==> config.mk <==
export PLATFORM = sky130hd
export DESIGN_NAME = univ_reg_hist_flat
export DESIGN_NICKNAME = d
export VERILOG_FILES = /design/src/rtl/univ_reg_hist_pkg.sv /design/src/rtl/univ_reg_hist_if.sv /design/src/rtl/univ_reg_hist_hist_stack.sv /design/src/rtl/univ_reg_hist.sv /design/src/flat_wrapper.sv
export SDC_FILE = /design/constraint.sdc
export NUM_CORES = 1
export LEC_CHECK = 0
export CAP_MARGIN = 10
export CORE_MARGIN = 2
export CORE_UTILIZATION = 59
export CTS_BUF_LIST = sky130_fd_sc_hd__clkbuf_4
export CTS_CLUSTER_DIAMETER = 50
export CTS_CLUSTER_SIZE = 16
export DETAILED_ROUTE_END_ITERATION = 8
export PLACE_DENSITY_LB_ADDON = 0.12
export SLEW_MARGIN = 20
export SYNTH_ARGS = -nofsm -noshare
export SYNTH_HDL_FRONTEND = slang
export SYNTH_SLANG_ARGS = --single-unit
==> constraint.sdc <==
create_clock -name Clock -period 5.26 [get_ports Clock]
set_input_delay 1.052 -clock Clock [delete_from_list [all_inputs] [get_ports Clock]]
set_output_delay 1.052 -clock Clock [all_outputs]
set_load 0.1 [all_outputs]
==> src/rtl/univ_reg_hist_pkg.sv <==
// Shared definitions for the universal register with undo history:
// operation encodings and their width.
package univ_reg_hist_pkg;

   localparam int MODE_W = 3;
   typedef logic [MODE_W-1:0] mode_t;

   localparam mode_t MODE_HOLD = 3'b000;
   localparam mode_t MODE_LOAD = 3'b001;
   localparam mode_t MODE_SHL  = 3'b010;
   localparam mode_t MODE_SHR  = 3'b011;
   localparam mode_t MODE_ROL  = 3'b100;
   localparam mode_t MODE_ROR  = 3'b101;
   localparam mode_t MODE_INC  = 3'b110;
   localparam mode_t MODE_UNDO = 3'b111;

endpackage

==> src/rtl/univ_reg_hist_if.sv <==
// Operation/status bundle between input logic (master) and the register (slave).
interface univ_reg_hist_if
   import univ_reg_hist_pkg::*;
#(
   parameter int WIDTH = 3,
   parameter int DEPTH = 4,
   parameter int LW    = $clog2(DEPTH + 1)
);
   logic             En;
   mode_t            Mode;
   logic [WIDTH-1:0] D;
   logic             SerIn;
   logic [WIDTH-1:0] Q;
   logic [LW-1:0]    Level;
   logic             Full;
   logic             Empty;
   logic             Err;

   modport master (output En, Mode, D, SerIn,
                   input  Q, Level, Full, Empty, Err);
   modport slave  (input  En, Mode, D, SerIn,
                   output Q, Level, Full, Empty, Err);
endinterface

==> src/rtl/univ_reg_hist_hist_stack.sv <==
// Circular LIFO of past register values; a push when full silently
// overwrites the oldest entry, so the newest DEPTH values are always kept.
module hist_stack #(
   parameter int WIDTH = 3,
   parameter int DEPTH = 4,
   parameter int LW    = $clog2(DEPTH + 1)
) (
   input  logic             Clock,
   input  logic             Resetn,
   input  logic             push_i,
   input  logic             pop_i,
   input  logic [WIDTH-1:0] din_i,
   output logic [WIDTH-1:0] dout_o,
   output logic [LW-1:0]    level_o
);
   localparam int PW = (DEPTH > 1) ? $clog2(DEPTH) : 1;

   logic [PW-1:0]    top_q, top_d, top_nxt, top_prv;
   logic [LW-1:0]    lvl_q, lvl_d;
   logic [WIDTH-1:0] mem_q [DEPTH];

   // top_q is the next free slot; the newest entry sits one slot behind it.
   assign top_nxt = (top_q == PW'(DEPTH - 1)) ? '0 : top_q + PW'(1);
   assign top_prv = (top_q == '0) ? PW'(DEPTH - 1) : top_q - PW'(1);

   always_comb begin
      top_d = top_q;
      lvl_d = lvl_q;
      if (push_i) begin
         top_d = top_nxt;
         if (lvl_q != LW'(DEPTH)) lvl_d = lvl_q + LW'(1);
      end else if (pop_i && lvl_q != '0) begin
         top_d = top_prv;
         lvl_d = lvl_q - LW'(1);
      end
   end

   always_ff @(posedge Clock or negedge Resetn) begin
      if (!Resetn) begin
         top_q <= '0;
         lvl_q <= '0;
      end else begin
         top_q <= top_d;
         lvl_q <= lvl_d;
      end
   end

   // Storage contents are don't-care after reset, so no reset here.
   always_ff @(posedge Clock) begin
      if (push_i) mem_q[top_q] <= din_i;
   end

   assign dout_o  = mem_q[top_prv];
   assign level_o = lvl_q;

endmodule

==> src/rtl/univ_reg_hist.sv <==
// Universal register (load/shift/rotate/increment) with a DEPTH-entry undo
// history; every modifying operation saves the previous Q for later restore.
module univ_reg_hist
   import univ_reg_hist_pkg::*;
#(
   parameter int WIDTH = 3,
   parameter int DEPTH = 4,
   parameter int LW    = $clog2(DEPTH + 1)
) (
   input  logic           Clock,
   input  logic           Resetn,
   univ_reg_hist_if.slave bus
);
   logic [WIDTH-1:0] q_q, q_d;
   logic             err_q, err_d;
   logic             push, pop;
   logic [WIDTH-1:0] hist_dout;
   logic [LW-1:0]    level;

   always_comb begin
      q_d   = q_q;
      err_d = 1'b0;
      push  = 1'b0;
      pop   = 1'b0;
      if (bus.En) begin
         case (bus.Mode)
            MODE_HOLD: ;
            MODE_LOAD: begin q_d = bus.D;                              push = 1'b1; end
            MODE_SHL:  begin q_d = {q_q[WIDTH-2:0], bus.SerIn};        push = 1'b1; end
            MODE_SHR:  begin q_d = {bus.SerIn, q_q[WIDTH-1:1]};        push = 1'b1; end
            MODE_ROL:  begin q_d = {q_q[WIDTH-2:0], q_q[WIDTH-1]};     push = 1'b1; end
            MODE_ROR:  begin q_d = {q_q[0], q_q[WIDTH-1:1]};           push = 1'b1; end
            MODE_INC:  begin q_d = q_q + WIDTH'(1);                    push = 1'b1; end
            MODE_UNDO: begin
               if (level != '0) begin
                  q_d = hist_dout;
                  pop = 1'b1;
               end else begin
                  err_d = 1'b1;
               end
            end
            default: ;
         endcase
      end
   end

   always_ff @(posedge Clock or negedge Resetn) begin
      if (!Resetn) begin
         q_q   <= '0;
         err_q <= 1'b0;
      end else begin
         q_q   <= q_d;
         err_q <= err_d;
      end
   end

   // The stack samples the pre-update Q, which is exactly the value to undo to.
   hist_stack #(.WIDTH(WIDTH), .DEPTH(DEPTH), .LW(LW)) u_hist (
      .Clock   (Clock),
      .Resetn  (Resetn),
      .push_i  (push),
      .pop_i   (pop),
      .din_i   (q_q),
      .dout_o  (hist_dout),
      .level_o (level)
   );

   assign bus.Q     = q_q;
   assign bus.Err   = err_q;
   assign bus.Level = level;
   assign bus.Full  = (level == LW'(DEPTH));
   assign bus.Empty = (level == '0);

endmodule

==> src/flat_wrapper.sv <==
// flat-port wrapper written by rule: the top's interface ports become plain ports
module univ_reg_hist_flat import univ_reg_hist_pkg::*;
#(
   parameter int WIDTH = 3,
   parameter int DEPTH = 4,
   parameter int LW    = $clog2(DEPTH + 1)
)
  (Clock, Resetn, bus_En, bus_Mode, bus_D, bus_SerIn, bus_Q, bus_Level, bus_Full, bus_Empty, bus_Err);
  univ_reg_hist_if #(.WIDTH(WIDTH), .DEPTH(DEPTH), .LW(LW)) bus_i ();
  input  logic Clock;
  input  logic Resetn;
  input wire logic [$bits(bus_i.En)-1:0] bus_En;
  input wire logic [$bits(bus_i.Mode)-1:0] bus_Mode;
  input wire logic [$bits(bus_i.D)-1:0] bus_D;
  input wire logic [$bits(bus_i.SerIn)-1:0] bus_SerIn;
  output wire logic [$bits(bus_i.Q)-1:0] bus_Q;
  output wire logic [$bits(bus_i.Level)-1:0] bus_Level;
  output wire logic [$bits(bus_i.Full)-1:0] bus_Full;
  output wire logic [$bits(bus_i.Empty)-1:0] bus_Empty;
  output wire logic [$bits(bus_i.Err)-1:0] bus_Err;
  assign bus_i.En = bus_En;
  assign bus_i.Mode = bus_Mode;
  assign bus_i.D = bus_D;
  assign bus_i.SerIn = bus_SerIn;
  assign bus_Q = bus_i.Q;
  assign bus_Level = bus_i.Level;
  assign bus_Full = bus_i.Full;
  assign bus_Empty = bus_i.Empty;
  assign bus_Err = bus_i.Err;
  univ_reg_hist #(.WIDTH(WIDTH), .DEPTH(DEPTH), .LW(LW)) u_core (.Clock(Clock), .Resetn(Resetn), .bus(bus_i));
endmodule
Word-level counts from Yosys, hierarchy flattened --
Memories as Yosys holds them, arrays and structs flattened. Cells that the tools add are included.
Word-level totals: bits in registers 9, bits in writable memories 12, bits of input ports 10, output and inout port bits 9, word-level logic and storage cells 50, memories kept 1
Memory list:
- u_core.u_hist.mem_q | depth 4, width 3, rd ports 1, clocked after Yosys merged registers in 0, write ports 1, line univ_reg_hist_hist_stack.sv:20 | logic [WIDTH-1:0] mem_q [DEPTH];
Operators by class: add/subtract/negate cells 5, eq/ne operators 12, mux-type cells 19, reduce and logical (&&, ||, !) cells 9
Operators by type and width (count):
- 3-bit one-hot mux with 7 select lines | 1
- 3-bit == test (second input constant) | 5
- 3-bit two-way mux | 4
- 1-bit two-way mux | 10
- 2-bit two-way mux | 4
- 7-bit nonzero test | 1
- 3-bit by 1-bit adder with 3-bit output (second input constant) | 2
- 3-bit by 2-bit == test with 1-bit output (second input constant) | 2
- 6-bit OR reduction | 1
- 3-bit by 1-bit == test with 1-bit output (second input constant) | 1
- 3-bit logical NOT | 1
- 3-bit inequality test (second input constant) | 1
- 3-bit AND reduction | 1
- 3-bit nonzero test | 1
- 3-bit by 1-bit subtractor with 3-bit output (second input constant) | 1
- 2-bit by 1-bit adder with 2-bit output (second input constant) | 1
- 2-bit == test (second input constant) | 1
- 2-bit logical NOT | 1
- 2-bit by 1-bit inequality test with 1-bit output (second input constant) | 1
- 2-bit inequality test (second input constant) | 1
- 2-bit AND reduction | 1
- 2-bit nonzero test | 1
- 2-bit by 1-bit subtractor with 2-bit output (second input constant) | 1
- 1-bit logical AND | 1

Depth between registers and ports, before layout --
depth after elaboration 7, depth in mapped cells 9, mapped depth without buffers 7

Modules after synthesis --
A second synthesis with hierarchy kept.
Unflattened totals: cell total of the unflattened synthesis 106, area total of the unflattened synthesis 1275.0 um^2
By module, submodules not included:
- hist_stack | times used 1, cells an instance 60, area an instance 848.3 um^2, seq. area each 485.5 um^2
- univ_reg_hist | times used 1, cells an instance 46, area an instance 426.7 um^2, seq. area each 100.1 um^2

Least setup slack after synthesis --
No wires, ideal clock.
path kind reg2out, start register u_core.u_hist.lvl_q[2], in the netlist u_core.u_hist.level_o[2], end output bus_Full, arrival 3.369 ns, data required time 4.208 ns, path slack 0.839 ns, stages on the path, launching flop included 2, path buffers 0, cell sequence dfrtp_1 -> nor3b_1
On the way: word-level cells in the longest chain between the ends 1
Ends and longest elaborated chain:
- from (decl) | line univ_reg_hist_hist_stack.sv:19 | logic [LW-1:0] lvl_q, lvl_d;
- from (signal assigned) | line univ_reg_hist_hist_stack.sv:44 | lvl_q <= lvl_d;
- 3-bit == test | line univ_reg_hist.sv:71 | assign bus.Full = (level == LW'(DEPTH));
- to (decl) | line flat_wrapper.sv:18 | output wire logic [$bits(bus_i.Full)-1:0] bus_Full;
No other way between the ends.

Worst setup path in the final report --
start register u_core.u_hist.lvl_q[1], in the netlist u_core.u_hist.level_o[1], end output bus_Full
The elaborated chain is that of the path after synthesis.

==> summary.txt <==
Layout
  – Antenna cell count: 0
  – Share of cells above drive strength 1: 11.3%
  – P&R area growth vs syn: 15.9%
  – Post-layout nets: around 130
  – Fin cells: 142

Setup path
  – Worst Setup End Kind: output port
  – Critical path peak fanout: 8
  – Req. time, crit path: 4.21 ns
  – CP arrival: roughly 2.4 ns
  – Startpoint Class: flop
  – Crit Path Class: reg2out

GRT
  – Initial antenna violation count: 0
  – Vias in the first global route: 869
  – Global route overflow: 0
  – GRT Overall Usage: 23.1%
  – Largest net degree at the start of global routing: 14
  – First-pass GRT wire length: approximately 4.2 mm

Route
  – 1st-iter DRT viols: 12
  – Routed wire length: about 2.4 mm
  – Router iterations before antenna repair: 4
  – DRC: 0
  – Routed vias/inst: a little under 6
  – Routed WL per cell: 16.9 µm
  – Post-DRT Antenna Nets: 0
  – Via count: approximately 840

Synthesis
  – Post-Syn Area per Cell: around 12 µm²
  – Ys flop type: edfxtp_1
  – Cell variety after synth: 40
  – Cells after Synth: 99
  – Most common cell in the netlist: edfxtp_1
  – Most instantiated cells after synthesis: 12 x edfxtp_1, 9 x dfrtp_1, 9 x nor2_1
  – Ys Warns: 0
  – Top post-synthesis cells by area: edfxtp_1 30%, dfrtp_1 18%, ha_1 6.2%
  – Post-synth top area cell: edfxtp_1
  – Yosys reg bits: 21
  – Mapped Area: around 0.0012 mm²
  – FFs w/ async S/R, synth: 42.9%
  – Net count after synthesis: 115
  – Seq/Total Area, Yosys: 48.1%
  – Area share of the largest cell type after synthesis: 29.6%
  – EDFF count, synth: 12

Power and ir drop
  – Switching part of the total: between 40% and 50%
  – Flop pwr share: 33.8%
  – Combinational group share of total power: 56.1%
  – Clock power share: about a tenth
  – Pint: around 410 µW
  – Lkg Pwr: between 0.5 and 0.6 nW
  – PD cells: ~580 mW/mm²
  – Net Switching: 410 µW
  – Peak supply drop: ~0.52 mV
  – PnR Total Power: about 820 µW

Place
  – Pre-CTS setup slack: roughly 1.9 ns
  – Placed insts: between 100 and 150
  – Hpwl dp: between 1.5 and 2 mm
  – RePlAce Congestion: just under 0.8
  – Port buffer count: 18

Clock network
  – Sink Count: 21
  – CTS tree: built
  – Root buf cell: clkbuf_4
  – Setup bufs post-CTS: 0
  – Worst-Skew Late Latency: roughly 0.32 ns
  – H-tree depth: 1
  – CTS clk-pin slew, worst paths: roughly 0.11 ns
  – Post-cts hold buffer count: 0
  – Cts repair resizes: 0
  – CTS Buf Count: 3
  – CTS Buffer Depth: 2

STA
  – Slew headroom: a little over a third
  – Min Tclk post-route: approximately 3.4 ns
  – RSZ-0062 raised after global routing: no
  – Fin Setup TNS: 0 ns
  – Final worst slack: about 1.8 ns
  – Final Hold Vio Count: 0
  – Setup violators final: 0
  – Pins over their slew limit: 0
  – Worst Clk Skew: ~0.013 ns
  – Tcrit/Tclk final: 64.9%
  – Maximum clock rate: between 200 and 300 MHz
  – Worst-Margin Slew: 0.976 ns

Floorplanning
  – Core area: 0.00196 mm²
  – Die area: 0.00244 mm²
  – Die Ht: ~50 µm
  – Starting Density: between 60% and 70%
  – I/O pins: 19
  – Die Width: 49.4 µm
  – Rows: 16

Flow run
  – Max-cap viol count: 0

Outcome
  – Outcome: finished, final reports clean

Worst hold path
  – Worst Hold Class: reg2reg
[worst max-delay path, cell delays in order, from the launching register on]
cell and delay (ns):
dfrtp_1 0.48, nor3b_1 0.36, clkdlybuf4s50_1 1.21
[kinds of logic after synthesis]
family                     synth area share (%)
xor gates and xnor gates                   2.16
DFF                                        48.1
buffers and inverters                      5.34
adders and majority gates                  6.17
and+or+nand+nor                            12.7
muxes                                      11.3
AOI/OAI and AO/OA                          14.2
[path summary, 6_finish.rpt]
path,start,to,slack (ns),depth (start not counted)
setup / recovery,u_core.u_hist.level_o[1],bus_Full,1.84,2
hold / removal,u_core.u_hist.level_o[0],u_core.bus.Err,0.58,1
setup reg to reg,u_core.u_hist.top_q[0],u_core.bus.Q[1],3.07,6
hold reg to reg,u_core.u_hist.level_o[0],u_core.bus.Err,0.58,1
max in group asynchronous,Resetn,u_core.u_hist.level_o[0],3.93,1
min in group asynchronous,Resetn,u_core.bus.Q[1],1.02,1
[cells in the final DEF, fill, tap and decap left out, types with 2 or more instances in the layout]
cell type / n
o21ai_0: 2
a21oi_1: 2
mux2i_1: 4
ha_1: 6
inv_1: 4
clkbuf_4: 3
nand2_1: 2
and2_1: 3
xnor2_1: 2
clkdlybuf4s50_1: 18
nand3_1: 4
mux2_2: 2
o31ai_1: 3
mux4_1: 2
a211oi_1: 3
nor3b_1: 2
dfrtp_1: 9
nor2_1: 9
edfxtp_1: 12
o22ai_1: 2
a221oi_1: 2
nor3_1: 2
[cell type report]
| type | count | area, µm² |
|---|---|---|
| Sequential cell | 21 | 586 |
| Multi-Input combinational cell | 68 | 567 |
| Fill cell | 150 | 551 |
| Timing Repair Buffer | 18 | 180 |
| Tap cell | 27 | 33.8 |
| Clock buffer | 3 | 22.5 |
| Inverter | 4 | 15.0 |
| Clock inverter | 1 | 7.51 |
[routing by layer]
layer / wire (µm) / global-route usage (%)
met1: 1080 / 30.5
met2: 1180 / 37.8
met3: 100 / 4.91
met4: 44 / 7.87
met5: 0 / 0
[flip-flops by register name, summed over array words and instances (netlist names)]
register / cells
u_core.bus.Err: 1
u_core.bus.Q: 3
u_core.u_hist.level_o: 3
u_core.u_hist.mem_q: 12
u_core.u_hist.top_q: 2
[metrics by stage]
stage / hold WS (ns) / instance area (µm²) / util, %
after floorplan: 0.519 / 1220 / -
after detailed placement: 0.540 / 1380 / 70.4
after global placement: 0.533 / 1380 / 70.4
after CTS: 0.568 / 1410 / 71.9
after global routing: 0.605 / 1410 / 71.9
final: 0.578 / 1410 / 71.9
[power by group through the flow]
stage	sequential (mW)	combinational, mW	clock [mW]
6_report	0.277	0.460	0.0829
5_1_grt	0.286	0.493	0.0880
4_1_cts	0.277	0.464	0.0818
3_5_place_dp	0.280	0.462	0
3_3_place_gp	0.277	0.448	0
2_1_floorplan	0.395	0.237	0
No activity file was read; power rests on OpenSTA's default activity.
